`config.mk`:
```
export PLATFORM = sky130hd
export DESIGN_NAME = jk_excitation_encoder
export DESIGN_NICKNAME = d
export VERILOG_FILES = /design/src/rtl/jk_pkg.sv /design/src/rtl/jk_cell.sv /design/src/rtl/jk_excitation_encoder.sv
export SDC_FILE = /design/constraint.sdc
export NUM_CORES = 1
export LEC_CHECK = 0
export CAP_MARGIN = 20
export CORE_MARGIN = 2
export CORE_UTILIZATION = 45
export DETAILED_ROUTE_END_ITERATION = 12
export PLACE_DENSITY = 0.74
export SLEW_MARGIN = 20
export SYNTH_ARGS = -nofsm -noshare
export SYNTH_HDL_FRONTEND = slang
export SYNTH_SLANG_ARGS = --single-unit
export TNS_END_PERCENT = 10
```
`constraint.sdc`:
```
create_clock -name clk -period 3.4 [get_ports clk]
set_input_delay 0.68 -clock clk [delete_from_list [all_inputs] [get_ports clk]]
set_output_delay 0.68 -clock clk [all_outputs]
set_load 0.005 [all_outputs]
```
`src/rtl/jk_pkg.sv`:
```
// Shared types and the JK excitation table for the excitation encoder.
package jk_pkg;

    typedef enum logic [1:0] {
        IDLE   = 2'd0,
        ENCODE = 2'd1,
        APPLY  = 2'd2,
        CHECK  = 2'd3
    } state_t;

    // Packed as {J, K}.
    typedef logic [1:0] jk_t;

    // Inverse of the JK cell: excitation that takes one bit from q to t.
    function automatic jk_t excite(input logic q, input logic t, input logic xfill);
        jk_t r;
        case ({q, t})
            2'b00:   r = 2'b00;
            2'b01:   r = xfill ? 2'b11 : 2'b10;
            2'b10:   r = xfill ? 2'b11 : 2'b01;
            2'b11:   r = 2'b00;
            default: r = 2'b00;
        endcase
        return r;
    endfunction

endpackage

```
`src/rtl/jk_cell.sv`:
```
// Single edge-triggered JK storage cell with enable and async active-low reset.
module jk_cell (
    input  logic clk,
    input  logic rst,
    input  logic en,
    input  logic j,
    input  logic k,
    output logic q
);

    // JK next-state: hold, reset, set, toggle.
    always_ff @(posedge clk or negedge rst) begin
        if (!rst) begin
            q <= 1'b0;
        end else if (en) begin
            case ({j, k})
                2'b00:   q <= q;
                2'b01:   q <= 1'b0;
                2'b10:   q <= 1'b1;
                2'b11:   q <= ~q;
                default: q <= q;
            endcase
        end else begin
            q <= q;
        end
    end

endmodule

```
`src/rtl/jk_excitation_encoder.sv`:
```
// Computes J/K excitation driving a bank of JK cells to a target word,
// applies it, then checks the resulting state against the target.
module jk_excitation_encoder
    import jk_pkg::*;
#(
    parameter int   WIDTH = 4,
    parameter logic XFILL = 1'b0
) (
    input  logic             clk,
    input  logic             rst,
    input  logic             tgt_valid,
    output logic             tgt_ready,
    input  logic [WIDTH-1:0] tgt_data,
    input  logic             hold,
    input  logic             err_clr,
    output logic [WIDTH-1:0] j,
    output logic [WIDTH-1:0] k,
    output logic [WIDTH-1:0] q,
    output logic             done,
    output logic             err,
    output logic [15:0]      chg_cnt
);

    state_t           state_r;
    logic [WIDTH-1:0] tgt_r;
    logic [WIDTH-1:0] exc_j_s;
    logic [WIDTH-1:0] exc_k_s;
    logic [WIDTH-1:0] q_next_s;
    logic [4:0]       pop_s;
    logic [16:0]      sum_s;
    logic [15:0]      cnt_next_s;
    logic             cell_en_s;

    assign tgt_ready = (state_r == IDLE);
    assign cell_en_s = (state_r == APPLY) && !hold;

    genvar gi;
    generate
        for (gi = 0; gi < WIDTH; gi++) begin : g_cell
            jk_cell u_cell (
                .clk (clk),
                .rst (rst),
                .en  (cell_en_s),
                .j   (j[gi]),
                .k   (k[gi]),
                .q   (q[gi])
            );
        end
    endgenerate

    // Per-bit excitation from the live bank state and the captured target.
    always_comb begin
        exc_j_s = '0;
        exc_k_s = '0;
        for (int i = 0; i < WIDTH; i++) begin
            {exc_j_s[i], exc_k_s[i]} = excite(q[i], tgt_r[i], XFILL);
        end
    end

    // Predicted bank state after APPLY, used only to count changed bits.
    always_comb begin
        q_next_s = q;
        pop_s    = 5'd0;
        for (int i = 0; i < WIDTH; i++) begin
            if (cell_en_s) begin
                case ({j[i], k[i]})
                    2'b00:   q_next_s[i] = q[i];
                    2'b01:   q_next_s[i] = 1'b0;
                    2'b10:   q_next_s[i] = 1'b1;
                    2'b11:   q_next_s[i] = ~q[i];
                    default: q_next_s[i] = q[i];
                endcase
            end else begin
                q_next_s[i] = q[i];
            end
            pop_s = pop_s + {4'd0, q[i] ^ q_next_s[i]};
        end
    end

    // Saturating add of the changed-bit count.
    always_comb begin
        sum_s = {1'b0, chg_cnt} + {12'd0, pop_s};
        if (sum_s[16]) begin
            cnt_next_s = 16'hFFFF;
        end else begin
            cnt_next_s = sum_s[15:0];
        end
    end

    // Control FSM with registered excitation, status and counter.
    always_ff @(posedge clk or negedge rst) begin
        if (!rst) begin
            state_r <= IDLE;
            tgt_r   <= '0;
            j       <= '0;
            k       <= '0;
            done    <= 1'b0;
            err     <= 1'b0;
            chg_cnt <= 16'd0;
        end else begin
            done <= 1'b0;
            if (err_clr) begin
                err <= 1'b0;
            end
            case (state_r)
                IDLE: begin
                    if (tgt_valid) begin
                        tgt_r   <= tgt_data;
                        state_r <= ENCODE;
                    end
                end
                ENCODE: begin
                    j       <= exc_j_s;
                    k       <= exc_k_s;
                    state_r <= APPLY;
                end
                APPLY: begin
                    chg_cnt <= cnt_next_s;
                    state_r <= CHECK;
                end
                CHECK: begin
                    // A fresh mismatch overrides a simultaneous err_clr.
                    if (q != tgt_r) begin
                        err <= 1'b1;
                    end
                    done    <= 1'b1;
                    j       <= '0;
                    k       <= '0;
                    state_r <= IDLE;
                end
                default: begin
                    j       <= '0;
                    k       <= '0;
                    state_r <= IDLE;
                end
            endcase
        end
    end

endmodule
```
==> flow_summary.ini, run 1 <==
[die]
fp-row-count = 24
core_area_sq_um = 4350
die_y_um = 71.2
initial_core_util = 0.467
ioPinCount = 40
die-area_sq_um = 5070
die_w_um = 71.2

[synth]
synthArstFlopShare = 1.00
ys_ff_latch = 36
netlist_area_sq_um = 2030
synth-edff-count = 0
syn_avg_cell_area_sq_um = 10.3
yosys_warnings = 0
yosysSeqAreaShare = 0.443
synth_cell_types = 31
ys.flop_type = dfrtp_1
syn-num-nets = 223
syn_inst = 197

[final_layout]
drive_gt1_frac = 0.136
final_cell_area_sq_um = 2570
final_common_cell = clkdlybuf4s50_1
fillers = 380
antennaDiodeCount = 0
area_growth_syn_to_layout_pct = 26.3
final_util = 0.590
layout_common_cells = clkdlybuf4s50_1, dfrtp_1, nand2_1
nets = 261

[outcome]
status = finished, final reports clean

[detailed_routing]
wl_per_cell_um = 14.3
wirelength_um = 4110
ant_nets = 0
viasPerCell = 5.30
drt_iter0_markers = 79
drcViolationCount = 0
drt_pass1_iterations = 4
vias = 1526

[timing]
max_slew_margin = 0.599
hold_viol_final = 0
fin_crit_sh = 0.940
setup_viol = 0
tightest_slew_ps = 596
max_freq_mhz = 313
rsz0062_at_grt = false
maxSlewViolCount = 0
finalCriticalPeriod_ps = 3200
clock_skew_ps = 5.03

[worst_hold_path]
hold_class = reg2reg

[place]
gp_congestion = 0.815
placed_area_sq_um = 2440
dp_hpwl_um = 2910
portBuffers = 39

[pwr]
switchingPower_uw = 564
clockPowerShare = 0.240
p_leak_uw = 0.00122
switching_share = 0.327
power.internal_uw = 1160
powerDensity_nw_per_um2 = 672
power_frac_seq = 0.384
peakVddDrop_uv = 232
power_frac_comb = 0.376

[clocking]
cts_resized = 0
post_cts_buffers = 0
clk_latency_ps = 290
cts.sinks = 36
cts_buffers = 5
clk_pin_slew_worst_paths_ps = 70
htreeDepth = 2
cts_tree = yes
cts_root_buf = clkbuf_8
clockBufferDepth = 2
hold_buffers = 0

[global_route]
grt_pass1_vias = 1529
grt-ovfl-total = 0
grt_pass1_wl_um = 6940
antenna_found_initial = 0
grt.total_usage = 0.173
grt_start_max_net_pins = 37

[setup_path]
worstPathMaxFanout = 4
critical_path_class = in2reg
start_kind = primary input
crit_arrival_ps = 3360
endpoint_kind = register
cp.required_ps = 3570

[flow_run]
drv_cap = 0
## critical path: stages
cell	delay, ps
clkdlybuf4s50_1	440
nor2b_2	180
nand2_1	90
fa_1	490
fa_1	450
inv_1	80
fa_1	180
nand4_1	130
buf_4	180
nor2_1	190
and3_1	200
a21oi_1	60
## power by group through the flow
stage	clock, uW	combinational (uW)	sequential [uW]
after floorplan	0	438	642
after global placement	0	629	666
after detailed placement	0	651	670
after CTS	425	656	664
after global routing	445	735	683
final	414	650	663
## sequential cells by signal (all words and copies together) (netlist names)
| register | cells |
|---|---|
| state_r | 2 |
| err | 1 |
| g_cell.u_cell.q | 4 |
| chg_cnt | 16 |
| k | 4 |
| done | 1 |
| tgt_r | 4 |
| j | 4 |
## through the flow
step | std cells | hold WS [ps] | TNS [ps] | setup slack, ps | power [uW]
floorplan | 197 | 384 | 0 | 12.7 | 1080
global route | 288 | 544 | 0 | 41.8 | 1860
finish | 288 | 511 | 0 | 205 | 1730
global placement | 280 | 495 | -198 | -71.1 | 1290
detailed placement | 280 | 505 | -929 | -149 | 1320
CTS | 288 | 518 | 0 | 156 | 1740
## kinds of logic (layout without fill, tap and decap cells)
kind of cell	count (synthesis)	in the layout	synth area share
DFF	36	36	0.443
buffers and inverters	34	73	0.0905
adders and majority gates	17	17	0.116
muxes	18	18	0.0942
AOI/OAI and AO/OA	22	22	0.0689
and+or+nand+nor	62	62	0.153
xor gates and xnor gates	8	8	0.0345
## path summary, 6_finish.rpt
path	from	endpoint	slack (ps)	cells past startpoint
setup / recovery	hold	chg_cnt[12]	200	12
hold / removal	k[0]	g_cell[0].u_cell.q	510	1
setup reg to reg	state_r[0]	chg_cnt[12]	270	13
hold reg to reg	k[0]	g_cell[0].u_cell.q	510	1
max in group asynchronous	rst	k[0]	2270	2
min in group asynchronous	rst	k[2]	810	2
## layout make-up
| cell class | instances | area (sq um) | share of cell area |
|---|---|---|---|
| multi-input combinational | 127 | 951 | 0.370 |
| clock buffer | 7 | 96.3 | 0.0375 |
| sequential | 36 | 901 | 0.351 |
| timing repair buffer | 49 | 465 | 0.181 |
| tap | 52 | 65.1 | 0.0253 |
| clock inverter | 1 | 30.0 | 0.0117 |
| inverter | 16 | 60.1 | 0.0234 |
## per-layer routing
layer  up-vias  wire length, um  GRT usage
li1        729                -          -
met1       746             1870      0.224
met2        49             1960      0.283
met3         2              263     0.0464
met4         0               14     0.0587
met5         -                0          0
## synth_stat cells, drive strengths merged, types with 6 or more instances
| cell | instances | area (sq um) |
|---|---|---|
| nand2 | 19 | 71.3 |
| dfrtp | 36 | 901 |
| ha | 14 | 175 |
| nand3 | 10 | 50.1 |
| mux2 | 9 | 101 |
| a21oi | 7 | 35.0 |
| inv | 16 | 60.1 |
| nor2 | 13 | 48.8 |
| a31oi | 6 | 37.5 |
| buf | 14 | 109 |
| mux2i | 9 | 90.1 |
Power figures use the tool's default switching activity.
==> inputs of run 2 (changes only) <==
--- a/config.mk
+++ b/config.mk
@@ -9,6 +9,7 @@
 export CORE_MARGIN = 2
 export CORE_UTILIZATION = 45
 export DETAILED_ROUTE_END_ITERATION = 12
+export GPL_TIMING_DRIVEN = 0
 export PLACE_DENSITY = 0.74
 export SLEW_MARGIN = 20
 export SYNTH_ARGS = -nofsm -noshare
==> run 2 against run 1 <==
Critical path depth grew 1. Hold slack lost 260 ps. Clock power grew 27%. Via count grew 2.5%. Global-route usage grew 0.58 points. Core utilization grew 4.1 points. First-iteration DRC count shrank 10%. Maximum frequency shrank 1.6%. Wire length grew 0.78%. Clock skew grew 2.3 ps. Cell area grew 6.9%. Largest cell class unchanged. Largest power group is now combinational logic. Highest routed layer unchanged.
==> flow_summary.ini, run 2 (synthesis results as in run 1) <==
[detailed_routing]
vias = 1564
drt_pass1_iterations = 4
wl_per_cell_um = 13.7
ant_nets = 0
drt_iter0_markers = 71
wirelength_um = 4140
drcViolationCount = 0
viasPerCell = 5.18

[global_route]
grt-ovfl-total = 0
antenna_found_initial = 0
grt_pass1_wl_um = 7110
grt_pass1_vias = 1517
grt.total_usage = 0.179
grt_start_max_net_pins = 27

[timing]
clock_skew_ps = 7.31
tightest_slew_ps = 619
max_freq_mhz = 308
maxSlewViolCount = 0
rsz0062_at_grt = false
tns_ps = 0
setup_ws_ps = 153
setup_viol = 0
max_slew_margin = 0.588
finalCriticalPeriod_ps = 3250
fin_crit_sh = 0.955
hold_viol_final = 0

[die]
die_y_um = 71.2
core_area_sq_um = 4350
ioPinCount = 40
die-area_sq_um = 5070
die_w_um = 71.2
initial_core_util = 0.467
fp-row-count = 24

[final_layout]
largest_reg_flops = 16
final_util = 0.631
layout_common_cells = clkdlybuf4s50_1, dfrtp_1, nand2_1
drive_gt1_frac = 0.200
nets = 275
area_growth_syn_to_layout_pct = 35.1
final_cell_area_sq_um = 2750
top_register = chg_cnt
fillers = 383
antennaDiodeCount = 0
final_common_cell = clkdlybuf4s50_1

[setup_path]
worstPathMaxFanout = 10
crit_slowest_cell = fa_1
endpoint_kind = register
crit_family = adder cells
crit_arrival_ps = 3430
start_kind = primary input
crit_path_max_incr_delay_ps = 480
critical_path_class = in2reg
cp.required_ps = 3580
crit_chain = clkdlybuf4s50_1 > nor2b_4 > clkbuf_8 > nand2_1 > fa_1 > fa_2 > inv_1 > fa_2 > nand4_1 > buf_4 > nor4_4 > xnor2_1 > nand2_1
cp.buffers_inverters = 4

[pwr]
power.internal_uw = 1340
switching_share = 0.305
peakVddDrop_uv = 243
power_frac_seq = 0.344
power_frac_comb = 0.383
clockPowerShare = 0.273
p_leak_uw = 0.00132
switchingPower_uw = 589
powerDensity_nw_per_um2 = 703

[clocking]
clk_latency_ps = 290
cts_root_buf = clkbuf_8
hold_buffers = 0
cts_buffers = 5
htreeDepth = 2
clockBufferDepth = 2
clk_pin_slew_worst_paths_ps = 80
cts_tree = yes
cts.sinks = 36

[flow_run]
drv_cap = 0

[place]
gp_congestion = 0.758
portBuffers = 39
dp_hpwl_um = 2890
placed_area_sq_um = 2500
place_ws_ps = -661

[outcome]
status = finished, final reports clean

[worst_hold_path]
hold_class = in2async
-- run 2: layout make-up --
class / instances / area, sq um / area share
Multi-Input combinational cell: 127 / 981 / 0.357
Sequential cell: 36 / 901 / 0.328
Timing Repair Buffer: 45 / 443 / 0.161
Buffer: 18 / 138 / 0.0501
Clock inverter: 3 / 90.1 / 0.0328
Clock buffer: 5 / 68.8 / 0.0251
Tap cell: 52 / 65.1 / 0.0237
Inverter: 16 / 60.1 / 0.0219
-- run 2: per-layer routing --
| metal | track usage | wire (um) | part of all wire |
|---|---|---|---|
| met1 | 0.230 | 1920 | 0.46 |
| met2 | 0.295 | 1980 | 0.48 |
| met3 | 0.0492 | 186 | 0.045 |
| met4 | 0.0566 | 53 | 0.013 |
| met5 | 0 | 0 | 0 |
-- run 2: power groups by stage --
stage	combinational (uW)	sequential (uW)	clock (uW)
2_1_floorplan	438	642	0
3_3_place_gp	679	664	0
3_5_place_dp	699	671	0
4_1_cts	721	663	542
5_1_grt	833	681	564
6_report	741	665	527
-- run 2: what timing repair did --
action / in CTS / in global routing
hold endpoints to repair: 0 / 0
resized for setup: 9 / 4
setup buffers: 1 / 4
pin swaps: 1 / 3
endpoints found under the setup margin: 10 / 8
cloned: 0 / 0
-- run 2: final timing paths --
path	start	to	slack (ps)	depth (start not counted)
hold / removal	rst	j[1]	250	1
setup reg to reg	state_r[0]	chg_cnt[14]	170	15
hold reg to reg	k[0]	g_cell[0].u_cell.q	510	1
setup / recovery	hold	chg_cnt[14]	150	13
min in group clk	k[0]	g_cell[0].u_cell.q	510	1
max in group asynchronous	rst	chg_cnt[6]	2730	2
-- run 2: through the flow --
step / total power, uW / instances / hold WS [ps]
6_report: 1930 / 302 / 251
3_5_place_dp: 1370 / 289 / 501
3_3_place_gp: 1340 / 288 / 494
4_1_cts: 1930 / 298 / 247
2_1_floorplan: 1080 / 197 / 384
5_1_grt: 2080 / 302 / 246
